File: src/rtl/phyreg_freelist_if.sv
// Interface between the physical register free list and its users.
// The rename stage reads allocation indices and requests a count, and the
// graduation stage hands back physical registers for reuse.
interface phyreg_freelist_if #(
    parameter int NUM_OF_PHYREGS  = 96,
    parameter int NUM_OF_LOGREGS  = 32,
    parameter int NUM_OF_FETCH    = 4,
    parameter int NUM_OF_GRADUATE = 4
);
    localparam int D  = NUM_OF_PHYREGS - NUM_OF_LOGREGS;
    localparam int IW = $clog2(NUM_OF_PHYREGS);
    localparam int CW = $clog2(D + 1);
    localparam int AW = $clog2(NUM_OF_FETCH + 1);

    logic [AW-1:0]                      alloc_num;
    logic                               alloc_ready;
    logic [NUM_OF_FETCH-1:0][IW-1:0]    alloc_idx;
    logic [NUM_OF_GRADUATE-1:0]         free_valid;
    logic [NUM_OF_GRADUATE-1:0][IW-1:0] free_idx;
    logic [CW-1:0]                      free_count;

    modport master (
        output alloc_num,
        output free_valid,
        output free_idx,
        input  alloc_ready,
        input  alloc_idx,
        input  free_count
    );

    modport slave (
        input  alloc_num,
        input  free_valid,
        input  free_idx,
        output alloc_ready,
        output alloc_idx,
        output free_count
    );
endinterface

File: src/rtl/phyreg_freelist.sv
// Physical register free list: a circular buffer of free physical indices.
// Rename takes indices from the head (up to NUM_OF_FETCH per cycle), and
// graduation returns indices at the tail (up to NUM_OF_GRADUATE per cycle,
// compacted so a sparse strobe still fills consecutive entries).
// Full and empty both have head == tail; only the count tells them apart.
module phyreg_freelist #(
    parameter int NUM_OF_PHYREGS  = 96,
    parameter int NUM_OF_LOGREGS  = 32,
    parameter int NUM_OF_FETCH    = 4,
    parameter int NUM_OF_GRADUATE = 4
) (
    input logic             clk,
    input logic             rst_n,
    phyreg_freelist_if.slave bus
);
    localparam int D  = NUM_OF_PHYREGS - NUM_OF_LOGREGS;
    localparam int IW = $clog2(NUM_OF_PHYREGS);
    localparam int PW = $clog2(D);
    localparam int CW = $clog2(D + 1);
    localparam int AW = $clog2(NUM_OF_FETCH + 1);
    localparam int GW = $clog2(NUM_OF_GRADUATE + 1);

    localparam logic [PW:0]   D_PTR     = (PW + 1)'(D);
    localparam logic [CW:0]   D_CNT     = (CW + 1)'(D);
    localparam logic [CW-1:0] FETCH_CNT = CW'(NUM_OF_FETCH);
    localparam logic [AW-1:0] FETCH_NUM = AW'(NUM_OF_FETCH);

    logic [IW-1:0] buffer [D];
    logic [PW-1:0] head;
    logic [PW-1:0] tail;
    logic [CW-1:0] count;

    logic          alloc_ready;
    logic          fire;
    logic [AW-1:0] alloc_amt;
    logic [GW-1:0] free_pop;
    logic [PW-1:0] wr_addr [NUM_OF_GRADUATE];
    logic [PW-1:0] head_next;
    logic [PW-1:0] tail_next;
    logic [CW:0]   count_sum;

    // Pointer advance modulo D; offset is always smaller than D.
    function automatic logic [PW-1:0] wrap_add(input logic [PW-1:0] base,
                                               input logic [PW:0]   offset);
        logic [PW:0] sum;
        sum = {1'b0, base} + offset;
        if (sum >= D_PTR) begin
            sum = sum - D_PTR;
        end
        return sum[PW-1:0];
    endfunction

    assign alloc_ready     = (count >= FETCH_CNT);
    assign bus.alloc_ready = alloc_ready;
    assign bus.free_count  = count;

    // Present the next NUM_OF_FETCH free entries straight from the buffer.
    always_comb begin
        bus.alloc_idx = '0;
        for (int k = 0; k < NUM_OF_FETCH; k++) begin
            bus.alloc_idx[k] = buffer[wrap_add(head, (PW + 1)'(k))];
        end
    end

    // Work out the allocation, compacted free addresses and next pointers/count.
    always_comb begin
        fire      = (bus.alloc_num != '0) && alloc_ready;
        alloc_amt = fire ? bus.alloc_num : '0;
        free_pop  = '0;
        for (int g = 0; g < NUM_OF_GRADUATE; g++) begin
            wr_addr[g] = wrap_add(tail, (PW + 1)'(free_pop));
            if (bus.free_valid[g]) begin
                free_pop = free_pop + GW'(1);
            end
        end
        head_next = wrap_add(head, (PW + 1)'(alloc_amt));
        tail_next = wrap_add(tail, (PW + 1)'(free_pop));
        count_sum = (CW + 1)'(count) - (CW + 1)'(alloc_amt) + (CW + 1)'(free_pop);
    end

    // Head, tail and occupancy registers.
    always_ff @(posedge clk or negedge rst_n) begin
        if (!rst_n) begin
            head  <= '0;
            tail  <= '0;
            count <= CW'(D);
        end else begin
            head  <= head_next;
            tail  <= tail_next;
            count <= count_sum[CW-1:0];
        end
    end

    // Buffer storage: reset to the non-architectural indices, then write frees.
    always_ff @(posedge clk or negedge rst_n) begin
        if (!rst_n) begin
            for (int i = 0; i < D; i++) begin
                buffer[i] <= IW'(NUM_OF_LOGREGS + i);
            end
        end else begin
            for (int g = 0; g < NUM_OF_GRADUATE; g++) begin
                if (bus.free_valid[g]) begin
                    buffer[wr_addr[g]] <= bus.free_idx[g];
                end
            end
        end
    end

    // Catch illegal use: oversized requests and frees that overflow the list.
    a_alloc_num_legal: assert property (@(posedge clk) disable iff (!rst_n)
        bus.alloc_num <= FETCH_NUM);
    a_no_overflow: assert property (@(posedge clk) disable iff (!rst_n)
        count_sum <= D_CNT);
endmodule

File: src/flat_wrapper.sv
// flat-port wrapper written by rule: the top's interface ports become plain ports
module phyreg_freelist_flat 
#(
    parameter int NUM_OF_PHYREGS  = 96,
    parameter int NUM_OF_LOGREGS  = 32,
    parameter int NUM_OF_FETCH    = 4,
    parameter int NUM_OF_GRADUATE = 4
)
  (clk, rst_n, bus_alloc_num, bus_free_valid, bus_free_idx, bus_alloc_ready, bus_alloc_idx, bus_free_count);
  phyreg_freelist_if #(.NUM_OF_PHYREGS(NUM_OF_PHYREGS), .NUM_OF_LOGREGS(NUM_OF_LOGREGS), .NUM_OF_FETCH(NUM_OF_FETCH), .NUM_OF_GRADUATE(NUM_OF_GRADUATE)) bus_i ();
  input logic clk;
  input logic rst_n;
  input wire logic [$bits(bus_i.alloc_num)-1:0] bus_alloc_num;
  input wire logic [$bits(bus_i.free_valid)-1:0] bus_free_valid;
  input wire logic [$bits(bus_i.free_idx)-1:0] bus_free_idx;
  output wire logic [$bits(bus_i.alloc_ready)-1:0] bus_alloc_ready;
  output wire logic [$bits(bus_i.alloc_idx)-1:0] bus_alloc_idx;
  output wire logic [$bits(bus_i.free_count)-1:0] bus_free_count;
  assign bus_i.alloc_num = bus_alloc_num;
  assign bus_i.free_valid = bus_free_valid;
  assign bus_i.free_idx = bus_free_idx;
  assign bus_alloc_ready = bus_i.alloc_ready;
  assign bus_alloc_idx = bus_i.alloc_idx;
  assign bus_free_count = bus_i.free_count;
  phyreg_freelist #(.NUM_OF_PHYREGS(NUM_OF_PHYREGS), .NUM_OF_LOGREGS(NUM_OF_LOGREGS), .NUM_OF_FETCH(NUM_OF_FETCH), .NUM_OF_GRADUATE(NUM_OF_GRADUATE)) u_core (.clk(clk), .rst_n(rst_n), .bus(bus_i));
endmodule
File: config.mk
export PLATFORM = sky130hd
export DESIGN_NAME = phyreg_freelist_flat
export DESIGN_NICKNAME = d
export VERILOG_FILES = /design/src/rtl/phyreg_freelist_if.sv /design/src/rtl/phyreg_freelist.sv /design/src/flat_wrapper.sv
export SDC_FILE = /design/constraint.sdc
export NUM_CORES = 2
export LEC_CHECK = 0
export CORE_ASPECT_RATIO = 2
export CORE_MARGIN = 1
export CORE_UTILIZATION = 41
export DETAILED_ROUTE_END_ITERATION = 7
export DONT_BUFFER_PORTS = 1
export GPL_TIMING_DRIVEN = 0
export PLACE_DENSITY = 0.65
export SLEW_MARGIN = 20
export SYNTH_ARGS = -nofsm -noshare
export SYNTH_HDL_FRONTEND = slang
export SYNTH_SLANG_ARGS = --single-unit
File: constraint.sdc
create_clock -name clk -period 5.6 [get_ports clk]
set_input_delay 1.12 -clock clk [delete_from_list [all_inputs] [get_ports clk]]
set_output_delay 1.12 -clock clk [all_outputs]
set_load 0.02 [all_outputs]
==> results of run 1 <==
==> repair_timing <==
item                       CTS
setup endpoints to repair   89
pin swaps                    8
hold buffers                 0
buffers inserted             8
gates cloned                 0
gates resized for setup    272
==> layer usage <==
| metal | GRT overflow | global-route usage |
|---|---|---|
| met1 | 54 | 0.851 |
| met2 | 3205 | 1.05 |
| met3 | 74 | 0.712 |
| met5 | 7 | 0.344 |
| met4 | 1247 | 0.892 |
==> metrics by stage <==
step | setup TNS (ns) | std cells | setup WS [ns]
2_1_floorplan | 0 | 5297 | 0.347
3_3_place_gp | -524.07 | 6827 | -3.88
3_5_place_dp | -181.11 | 6876 | -3.44
4_1_cts | -0.178 | 6978 | -0.104
==> cell families after synthesis <==
| group | after synthesis | share of synthesized area |
|---|---|---|
| compound gates | 1530 | 0.208 |
| mux | 1038 | 0.328 |
| buf+inv | 647 | 0.0533 |
| xor+xnor | 44 | 0.00849 |
| simple gates | 1534 | 0.147 |
| flops | 467 | 0.245 |
| fa+ha+maj | 37 | 0.0105 |
==> run summary, run 1 <==
run status - did not finish
Halt Stage - global routing (5_1_grt)
stop err - [ERROR GRT-0116] Global routing finished with congestion. Check the congestion regions in the DRC Viewer.
Die X - 246 um
Initial Utilization - 0.415
#FFs+latches synth - 467
ys async rst share - 1.00
gpl congestion - 1.31
Boundary Pins - 73
Post-Syn Nets - 5371
Clock Root Buffer - clkbuf_16
Syn Area/Cell - 9.24 sq um
mapped cell area - 48900 sq um
first-pass GRT wire length - 757 mm
largest net degree at the start of global routing - 468
Congestion Overflow GR - 4587
Ys Warns - 0
most frequent cells after synthesis - 593 x nand2_1, 517 x mux2i_1, 456 x clkbuf_1, 445 x mux4_2, 382 x o21ai_0
top_reg_cell synth - dfrtp_1
H-tree Lvls - 2
maximum clock insertion buffer count - 3
CTS Buf Count - 52
top-count cell post-synth - nand2_1
# rows - 178
Synth cell types - 84
Yosys top cell by area - mux4_2
placed inst area - 52000 sq um
I/O Buffers - 0
vias in the first global route - 72700
chip height - 491 um
clock sinks - 467
top-area cell type share of the netlist area - 0.205
GRT Util Overall - 0.871
sequential share of the synthesized area - 0.245
Synth area leaders - mux4_2 20%, dfrtp_1 12%, dfstp_2 12%, mux2i_1 11%, nand2_1 4.5%
post-DP HPWL - 345 mm
EDFF count, synth - 0
synthesized instance count - 5297
==> run 2: changes to the inputs <==
--- a/config.mk
+++ b/config.mk
@@ -5,13 +5,12 @@
 export SDC_FILE = /design/constraint.sdc
 export NUM_CORES = 2
 export LEC_CHECK = 0
-export CORE_ASPECT_RATIO = 2
 export CORE_MARGIN = 1
-export CORE_UTILIZATION = 41
+export CORE_UTILIZATION = 26
 export DETAILED_ROUTE_END_ITERATION = 7
 export DONT_BUFFER_PORTS = 1
 export GPL_TIMING_DRIVEN = 0
-export PLACE_DENSITY = 0.65
+export PLACE_DENSITY_LB_ADDON = 0.15
 export SLEW_MARGIN = 20
 export SYNTH_ARGS = -nofsm -noshare
 export SYNTH_HDL_FRONTEND = slang
==> run 2 against run 1 <==
Against the previous run: the flow now finishes, with violations (negative setup slack); synthesized area is the same; synthesized cell count did not move.
==> run summary, run 2 <==
run status - finished, violations left
failing checks - negative setup slack
WL/cell - 62.3 um
CTS tree - done
EDFF count, synth - 0 (unchanged)
pwr dens - 983 nW/um^2
area delta synth->final - 18.3%
I/O Buffers - 0 (unchanged)
Post-Layout Cell Count - 8081
nets - 5545
sequential share of the synthesized area - 0.245 (unchanged)
WP data arrival - 4.62 ns
first-pass GRT wire length - 628 mm
Worst Tran Pin Value - 1.48 ns
max FFs per register - 448
Syn Area/Cell - 9.24 sq um (unchanged)
most frequent cells in the layout - 591 x nand2_1, 512 x mux2i_1, 445 x mux4_2
Synth area leaders - mux4_2 20%, dfrtp_1 12%, dfstp_2 12%, mux2i_1 11%, nand2_1 4.5%
largest register by flop count - u_core.buffer
Routed WL - 503 mm
CTS Buf Count - 73 (+40%)
maximum clock insertion buffer count - 3 (unchanged)
Util after Layout - 0.311
ys async rst share - 1.00 (unchanged)
Leakage - 20.3 nW
top-area cell type share of the netlist area - 0.205 (unchanged)
Power, Total - 56.9 mW
min Tclk post-route - 5.74 ns
Worst Setup Path Type - register to primary output
most frequent cells after synthesis - 593 x nand2_1, 517 x mux2i_1, 456 x clkbuf_1, 445 x mux4_2, 382 x o21ai_0
mapped cell area - 48900 sq um (unchanged)
top-count cell post-synth - nand2_1
via/cell ratio - 7.45
Clock Root Buffer - clkbuf_16
Buf/Inv on CP - 4
Max-cap violations - 0
#FFs+latches synth - 467 (unchanged)
hold slack - 0.0634 ns
Final ANT Viol Nets - 0
clock skew - 0.0428 ns
reg-to-reg startpoint - u_core.tail[1]
Post-Syn Nets - 5371 (unchanged)
placed cells - 7863 (+14%)
hold crit path type - input port to asynchronous set/reset pin
drt pass-1 iters - 8
Max stage delay cell, worst path - clkdlybuf4s18_2
clock latency at the later pin of the worst-skew pair - 0.78 ns
clk slew on worst S/H paths - 0.06 ns
vias in the first global route - 53600
delay-heaviest family, CP - buffers and inverters
DRC Markers - 0
Slew Viols, Final - 0
Max stage delay on crit path - 0.60 ns
Boundary Pins - 73 (unchanged)
Hold-fix buffers, CTS - 0 (unchanged)
Congestion Overflow GR - 0
gpl congestion - 1.12 (-15%)
core footprint - 186000 sq um
Initial Utilization - 0.263 (-0.152)
Final Cycle Share - 1.03
via count - 60200
die area - 190000 sq um
Yosys top cell by area - mux4_2
Slew headroom - 0.0124
cell depth of the worst setup path - 9
initial antenna violation count - 105
Hold Fails Final Rpt - 0
crit-path cells - buf_2, buf_4, buf_4, clkdlybuf4s18_2, mux4_2, mux2i_1, o211ai_1, o22ai_1, a21oi_1
Synth cell types - 84 (unchanged)
Die X - 436 um (+77%)
share of layout cells above drive strength 1 - 0.262
final worst setup slack - -0.140 ns
Req. time, crit path - 4.48 ns
crit path capture type - primary output
Ys Warns - 0 (unchanged)
clock sinks - 467 (unchanged)
CP most frequent cell - buf_4
GRT Util Overall - 0.513
top_reg_cell synth - dfrtp_1
post-DP HPWL - 393 mm (+14%)
Peak supply drop - 0.418 mV
Setup crit start - u_core.head[2]
Setup-failing EPs final - 19
Peak Freq - 174 MHz
# rows - 158 (-11%)
H-tree Lvls - 3 (+1)
largest net degree at the start of global routing - 468
synthesized instance count - 5297 (unchanged)
1st-iter DRT viols - 10300
Worst setup endpoint - bus_alloc_idx[1]
Worst Setup Start Kind - register
most common cell after layout, fill and taps aside - nand2_1
chip height - 436 um (-11%)
Reg2Reg Depth - 12
worst reg2reg endpoint - u_core.buffer[349]
Crit Path Max Fanout - 10
RSZ-0062 raised after global routing - yes
Worst R2R Setup Slack - 0.01 ns
==> run 2: final cells by class <==
cell class                      count  area (sq um)
Clock inverter                     25           343
Multi-Input combinational cell   4183         35200
Timing Repair Buffer              101          1640
Clock buffer                      110          2090
Sequential cell                   467         12000
Buffer                            614          3280
Antenna cell                       70           175
Tap cell                         2480          3100
Inverter                           31           131
Fill cell                       19700        128000
==> run 2: report_power, final <==
group          internal (mW)  leakage, nW  switching (mW)
clock network           2.75         1.17            2.26
logic                   13.4         13.8            25.1
registers               5.70         5.30            7.68
total                   21.9         20.3            35.0
==> run 2: timing repair <==
action | CTS | global route
gates resized for setup | 267 | 26
endpoints found under the setup margin | 53 | 90
setup buffers | 8 | 3
pin swaps | 10 | 5
==> run 2: how the worst min path moves through the flow <==
stage                    from                  to  slack, ns  cells after the start
2_1_floorplan  u_core.head[0]      u_core.head[0]       0.50                      1
3_3_place_gp   u_core.head[0]      u_core.head[0]       0.53                      1
3_5_place_dp   u_core.head[0]      u_core.head[0]       0.54                      1
4_1_cts                 rst_n   u_core.buffer[44]        0.1                      0
5_1_grt                 rst_n  u_core.buffer[354]       0.07                      0
6_report                rst_n  u_core.buffer[354]       0.06                      0
==> run 2: cells by family after synthesis <==
family / count (synthesis) / share of synthesized area
and+or+nand+nor: 1534 / 0.147
AOI/OAI and AO/OA: 1530 / 0.208
muxes: 1038 / 0.328
buffers and inverters: 647 / 0.0533
DFF: 467 / 0.245
xor gates and xnor gates: 44 / 0.00849
adders and majority gates: 37 / 0.0105
==> run 2: layer usage <==
| layer | share of wire | up-vias | track usage |
|---|---|---|---|
| li1 | - | 21300 | - |
| met2 | 0.38 | 6011 | 0.662 |
| met4 | 0.10 | 60 | 0.445 |
| met5 | 0.0018 | - | 0.0184 |
| met3 | 0.15 | 1746 | 0.285 |
| met1 | 0.36 | 31100 | 0.600 |
==> run 2: per-stage QoR <==
step	TNS (ns)	instance area, sq um	worst slack (ns)
after global routing	-0.0536	57700	-0.0232
after global placement	-695.88	52000	-4.09
after detailed placement	-177.17	54000	-2.88
final	-1.12	57900	-0.140
after floorplan	0	48900	0.347
after CTS	0	57500	0.00321
No activity file was read; power rests on OpenSTA's default activity.
